===== config.mk =====
export PLATFORM = sky130hd
export DESIGN_NAME = muldiv_seq
export DESIGN_NICKNAME = d
export VERILOG_FILES = /design/src/rtl/muldiv_seq.sv
export SDC_FILE = /design/constraint.sdc
export NUM_CORES = 1
export LEC_CHECK = 0
export ABC_AREA = 1
export BUFFER_PORTS_ARGS = -buffer_cell sky130_fd_sc_hd__buf_2
export CAP_MARGIN = 20
export CORE_MARGIN = 2
export CORE_UTILIZATION = 40
export CTS_BUF_LIST = sky130_fd_sc_hd__clkbuf_4 sky130_fd_sc_hd__clkbuf_8
export CTS_CLUSTER_DIAMETER = 100
export DETAILED_ROUTE_END_ITERATION = 12
export GPL_ROUTABILITY_DRIVEN = 1
export PLACE_DENSITY = 0.56
export SYNTH_ARGS = -nofsm -noshare
export SYNTH_HDL_FRONTEND = slang
export SYNTH_SLANG_ARGS = --single-unit
export TNS_END_PERCENT = 100

===== constraint.sdc =====
create_clock -name clk -period 9.8 [get_ports clk]
set_input_delay 2.94 -clock clk [delete_from_list [all_inputs] [get_ports clk]]
set_output_delay 2.94 -clock clk [all_outputs]
set_load 0.01 [all_outputs]

===== src/rtl/muldiv_seq.sv =====
// Iterative RV M-extension unit: radix-2 shift-add multiply / restoring divide with sign and special-case fixup.
// Optional MULDIV_FAST_PATH_EN: divide-by-zero, signed overflow and zero mul operands skip the iterations.
module muldiv_seq #(
  parameter int XLEN  = 32,
  parameter int CNT_W = 6
) (
  input  logic            clk,
  input  logic            rst,
  input  logic            req_valid,
  output logic            req_ready,
  input  logic [7:0]      req_op,
  input  logic [XLEN-1:0] req_rs1,
  input  logic [XLEN-1:0] req_rs2,
  input  logic            flush,
  output logic            resp_valid,
  input  logic            resp_ready,
  output logic [XLEN-1:0] resp_data,
  output logic            busy
);

  localparam int AW = 2*XLEN + 1;

  typedef enum logic [2:0] {S_IDLE, S_MUL, S_DIV, S_FIX, S_DONE} state_t;

  state_t            state, state_nxt;
  logic [CNT_W-1:0]  cnt;
  logic [7:0]        op_q;
  logic [AW-1:0]     acc_q;
  logic [XLEN-1:0]   opnd_q;   // multiplicand or divisor magnitude
  logic [XLEN-1:0]   rs1_q;
  logic              neg_q, rsign_q, dz_q, ovf_q;

  // request decode
  logic            accept, onehot, is_mul, is_div, sa, sb, dz_in, ovf_in, fast_in;
  logic [XLEN-1:0] m1, m2;

  assign req_ready  = (state == S_IDLE) && !flush;
  assign accept     = req_valid && req_ready;
  assign busy       = (state != S_IDLE);
  assign resp_valid = (state == S_DONE);

  assign onehot = (req_op != 8'd0) && ((req_op & (req_op - 8'd1)) == 8'd0);
  assign is_mul = |req_op[3:0];
  assign is_div = |req_op[7:4];
  assign sa     = req_rs1[XLEN-1] & (req_op[1] | req_op[2] | req_op[4] | req_op[6]);
  assign sb     = req_rs2[XLEN-1] & (req_op[1] | req_op[4] | req_op[6]);
  assign m1     = sa ? -req_rs1 : req_rs1;
  assign m2     = sb ? -req_rs2 : req_rs2;
  assign dz_in  = is_div && (req_rs2 == '0);
  assign ovf_in = (req_op[4] | req_op[6]) && (req_rs1 == {1'b1, {(XLEN-1){1'b0}}}) && (&req_rs2);

`ifdef MULDIV_FAST_PATH_EN
  assign fast_in = dz_in || ovf_in || (is_mul && ((req_rs1 == '0) || (req_rs2 == '0)));
`else
  assign fast_in = 1'b0;
`endif

  // FSM
  always_ff @(posedge clk or posedge rst) begin
    if (rst) state <= S_IDLE;
    else     state <= state_nxt;
  end

  always_comb begin
    state_nxt = state;
    case (state)
      S_IDLE: if (accept) begin
        if (!onehot)     state_nxt = S_DONE;
        else if (fast_in) state_nxt = S_FIX;
        else if (is_mul)  state_nxt = S_MUL;
        else              state_nxt = S_DIV;
      end
      S_MUL, S_DIV: if (cnt == CNT_W'(XLEN-1)) state_nxt = S_FIX;
      S_FIX:  state_nxt = S_DONE;
      S_DONE: if (resp_ready) state_nxt = S_IDLE;
      default: state_nxt = S_IDLE;
    endcase
    if (flush) state_nxt = S_IDLE;
  end

  // one iteration of each algorithm
  logic [XLEN:0]   mul_sum, div_trial;
  logic            div_ge;
  logic [AW-1:0]   mul_nxt, div_nxt;

  assign mul_sum   = {1'b0, acc_q[2*XLEN-1:XLEN]} + {1'b0, opnd_q};
  assign mul_nxt   = acc_q[0] ? {1'b0, mul_sum, acc_q[XLEN-1:1]} : (acc_q >> 1);
  assign div_ge    = acc_q[AW-2:XLEN-1] >= {1'b0, opnd_q};
  assign div_trial = acc_q[AW-2:XLEN-1] - {1'b0, opnd_q};
  assign div_nxt   = div_ge ? {div_trial, acc_q[XLEN-2:0], 1'b1} : {acc_q[AW-2:0], 1'b0};

  // result selection and sign correction
  logic [2*XLEN-1:0] prod_s;
  logic [XLEN-1:0]   quo, rem, fix_res;

  assign prod_s = neg_q ? -acc_q[2*XLEN-1:0] : acc_q[2*XLEN-1:0];
  assign quo    = acc_q[XLEN-1:0];
  assign rem    = acc_q[2*XLEN-1:XLEN];

  always_comb begin
    fix_res = '0;
    if (op_q[0])
      fix_res = prod_s[XLEN-1:0];
    else if (|op_q[3:1])
      fix_res = prod_s[2*XLEN-1:XLEN];
    else if (op_q[4] || op_q[5])
      fix_res = dz_q ? '1 : (ovf_q ? rs1_q : (neg_q ? -quo : quo));
    else if (op_q[6] || op_q[7])
      fix_res = dz_q ? rs1_q : (ovf_q ? '0 : (rsign_q ? -rem : rem));
  end

  // datapath registers
  always_ff @(posedge clk or posedge rst) begin
    if (rst) begin
      cnt       <= '0;
      op_q      <= '0;
      acc_q     <= '0;
      opnd_q    <= '0;
      rs1_q     <= '0;
      neg_q     <= 1'b0;
      rsign_q   <= 1'b0;
      dz_q      <= 1'b0;
      ovf_q     <= 1'b0;
      resp_data <= '0;
    end else if (accept) begin
      cnt     <= '0;
      op_q    <= req_op;
      rs1_q   <= req_rs1;
      neg_q   <= sa ^ sb;
      rsign_q <= sa;
      dz_q    <= dz_in;
      ovf_q   <= ovf_in;
      opnd_q  <= is_mul ? m1 : m2;
      // a fast-path mul has a zero operand, so a zero accumulator is the product
      if (fast_in)     acc_q <= '0;
      else if (is_mul) acc_q <= {{(XLEN+1){1'b0}}, m2};
      else             acc_q <= {{(XLEN+1){1'b0}}, m1};
      if (!onehot) resp_data <= '0;
    end else begin
      case (state)
        S_MUL: begin
          acc_q <= mul_nxt;
          cnt   <= cnt + 1'b1;
        end
        S_DIV: begin
          acc_q <= div_nxt;
          cnt   <= cnt + 1'b1;
        end
        S_FIX: if (!flush) resp_data <= fix_res;
        default: ;
      endcase
    end
  end

endmodule


== Word level (Yosys, flattened, before mapping) ==
Cells that the tools add are included.
Word-level totals
  output and inout bits: 35
  register bits: 182
Operators by class
  bitwise operators: 10
  $lt $le $gt $ge: 1
  multiplexer cells: 32
  eq/ne operators: 11
  $add $sub $neg: 9
  reductions and logical operators: 24
Operator list (count)
  32-bit 2-to-1 mux: 18
  65-bit 2-to-1 mux: 2
  65-bit one-hot mux with 2 select lines: 1
  64-bit 2-to-1 mux: 2
  32-bit negation: 4
  64-bit negation: 1
  32-bit by 32-bit adder with 33-bit output: 1
  33-bit by 32-bit greater-or-equal comparator with 1-bit output: 1
  33-bit by 32-bit subtractor with 33-bit output: 1
  32-bit equality test, second input constant: 1
  32-bit zero test: 1
  32-bit AND reduction: 1
  3-bit 2-to-1 mux: 5
  6-bit 2-to-1 mux: 2
  3-bit one-hot mux with 4 select lines: 1
  8-bit bitwise AND: 1
  8-bit zero test: 1
  8-bit nonzero test: 1
  4-bit OR reduction: 2
  8-bit by 1-bit subtractor with 8-bit output, second input constant: 1
  6-bit by 1-bit adder with 6-bit output, second input constant: 1
  3-bit by 2-bit equality test with 1-bit output, second input constant: 2
  6-bit by 5-bit equality test with 1-bit output, second input constant: 1
  1-bit logical AND: 6
  19 further kinds: 29

== Depth between registers and ports, before layout ==
  depth in word-level cells: 11
  depth in mapped cells: 19

== Least setup slack after synthesis ==
No wires, ideal clock.
  kind: input to output
  start point: in flush
  end point: out req_ready
  path slack: 3721 ps
  data arrival time: 3139 ps
  stages: 1
  buffers on the path: 0
  cell sequence: nor2_1
Between the ends
  word-level cells in the longest chain between the ends: 2
RTL lines
  from (decl): RTL line 14  | input logic flush,
  1-bit zero test
  1-bit logical AND: RTL line 37  | assign req_ready = (state == S_IDLE) && !flush;
  to (decl): RTL line 10  | output logic req_ready,
Every way passes these cells.

== Worst setup path after layout ==
Same ends and word-level chain as after synthesis.

==> metrics <==
area of the multi-input gates roughly 13000 um^2; Synth Warn # 0; Initial Util 0.405; EDFF count, synth 0; fin. max-slew vios 0; fraction of layout cells with a size suffix above 1 0.0674; first-pass GRT wire length roughly 140000 um; number of synthesized register bits 182; die area roughly 51000 um^2; slack of the worst reg-to-reg path roughly 5.9 ns; port bufs 111; number of global-route vias before repair 21500; register area between 4000 and 5000 um^2; Worst-Margin Slew around 1.1 ns; DRC violations left 0; number of setup buffers added after CTS 0; Avg Synthesized Cell Area 5.84 um^2; top cell type's share of synthesized area 0.230; Layout area overhead 7.11%; fin nets around 3500; WHS 0.468 ns; Core Rows a little over 80; DR iter-0 viols roughly 2900; capturing point of the worst reg2reg path resp_data[1]; Die W roughly 230 um; Final period util 0.652; Seq/Total Area, Yosys 0.230; CP startpoint kind input pin; top_reg_cell synth dfrtp_1; GR Layer Usage met3 0.0906; DRT Pass-1 Iters 7; RSZ-0062 raised after global routing no; pre-CTS setup slack 3.41 ns; worst-path fanout max 3; leakage power ~0.011 uW; # clock sinks between 150 and 200; WL/cell 24.2 um; Global Route met2 Usage 0.576; crit path from flush; Max-slew headroom 0.287; # Max-Cap Violations 0; placed cell area approximately 21000 um^2; design area roughly 21000 um^2; Fmax ~0.16 GHz; Post-Synthesis Cells 3392; root buf cell clkbuf_8; Cell Area, Synth 19800 um^2; Tmin final ~6.4 ns; HP Class reg2reg; routed wire length ~98000 um; gr ovfl total 0; cts bufs inserted 17; boundary pin count approximately 110; Worst-Skew Late Latency just over 0.6 ns; skew final approximately 0.038 ns; CP Capture Type primary output; maximum number of pins on one net before global-route repair approximately 110; number of antenna diodes 0; Crit Path Category in2out; GR peak layer met2; vias per cell ~5.9; worst reg2reg path depth 12; CTS max path bufs 2; CP required between 6 and 7 ns; met1 GRT Util 0.527; Resized Gates After CTS 0; FF-to-FF Start ovf_q; setup violators final 0; Worst EP arrival 3.45 ns; Core ar. 49000 um^2; post-synth cell types 53; Peak VDD IR around 0.11 mV; hpwl dp between 70000 and 80000 um; ANT nets after route 0; Hold Vio Cnt, Final 0; routability cong. 1.03; Post-Synthesis Net Count approximately 3500; H-tree lvl count 4; die outline height approximately 230 um; Setup TNS 0 ns; CTS tree built; CP endpoint req_ready; antenna violations before repair 1; hold_buf cts 0; Total Routing Usage GR 0.385; Tot Pwr between 3000 and 4000 uW; setup slack after layout roughly 3.4 ns; Worst-path clk slew approximately 0.11 ns; via count about 24000; Cell Pwr Density between 150 and 200 nW/um^2; hold wc startpoint cnt[2]; top cell type by total area after synthesis dfrtp_1; async set-or-reset flop fraction in the synthesized netlist 1.00; filler cell count approximately 5400; Synth area leaders dfrtp_1 23%, nand2_1 21%, nand3_1 8.3%, o21ai_0 6.8%, inv_1 6.7%; outcome finished, final reports clean
==> Yosys cell counts (all sizes together), types with 3 or more instances <==
cell type	number
o21a	7
a31oi	20
o221ai	4
buf	61
dfrtp	182
xor2	91
or2	15
clkbuf	86
a21boi	7
nand2	1126
a21oi	181
nor4	12
xnor2	5
o21bai	12
nand3	334
ha	70
inv	365
a21o	8
a221oi	3
nand4	50
o211ai	55
o21ai	282
o22ai	13
nor3	41
nand3b	19
a22oi	9
nor2	315
o31ai	6
==> how the worst min path moves through the flow <==
stage	endpoint	cells after the start	slack (ns)
2_1_floorplan	cnt[2]	1	0.42
3_3_place_gp	cnt[2]	1	0.44
3_5_place_dp	cnt[2]	1	0.45
4_1_cts	cnt[2]	1	0.47
5_1_grt	cnt[2]	1	0.49
6_report	cnt[2]	1	0.47
==> kinds of logic after synthesis <==
logic type / after synthesis / share of synthesized area
buffers and inverters: 513 / 0.101
and+or+nand+nor: 1918 / 0.407
xor gates and xnor gates: 96 / 0.0424
AOI/OAI and AO/OA: 611 / 0.173
adders and majority gates: 72 / 0.0462
DFF: 182 / 0.230
==> layout by cell type, fill, tap and decap left out, drive strengths merged, types with 5 or more instances in the layout <==
| cell type | count |
|---|---|
| dfrtp | 182 |
| a31oi | 20 |
| a21o | 8 |
| o211ai | 55 |
| nand3b | 19 |
| nor4 | 12 |
| xnor2 | 5 |
| nor3 | 41 |
| ha | 70 |
| a21oi | 181 |
| a22oi | 9 |
| a21boi | 7 |
| clkinv | 9 |
| o21bai | 12 |
| nand4 | 50 |
| xor2 | 91 |
| nor2 | 315 |
| nand3 | 334 |
| or2 | 15 |
| o31ai | 6 |
| clkbuf | 17 |
| o22ai | 13 |
| o21ai | 282 |
| inv | 371 |
| nand2 | 1126 |
| o21a | 7 |
| buf | 135 |
==> state kept, by name (all words and copies together) (netlist names) <==
signal and flops:
opnd_q 32, rs1_q 32, dz_q 1, state 3, op_q 8, rsign_q 1, cnt 6, neg_q 1
resp_data 32, ovf_q 1, acc_q 65
==> metal layers <==
| metal | share of wire | up-vias |
|---|---|---|
| met5 | 0 | - |
| met4 | 0.048 | 0 |
| met3 | 0.10 | 204 |
| met2 | 0.42 | 1272 |
| li1 | - | 11100 |
| met1 | 0.43 | 11300 |
==> area by class of cell <==
cell class,instances,area share
multi-input combinational,2697,0.625
sequential,182,0.215
inverter,366,0.0651
tap,664,0.0391
timing repair buffer,135,0.0353
clock buffer,17,0.0110
clock inverter,15,0.00955
==> worst max-delay path, stage by stage <==
cell and delay, ns:
buf_2 0.11, nor2_1 0.21, buf_2 0.18
==> report_power, final <==
part,switching (uW),internal [uW]
Sequential,232,862
Clock,379,221
Combinational,1220,473
==> per-stage QoR <==
stage,util,std cells
floorplan,-,3392
global placement,0.424,4043
detailed placement,0.424,4043
CTS,0.433,4075
global route,0.434,4076
finish,0.434,4076
Note: power is estimated with default switching activity, not from simulation.
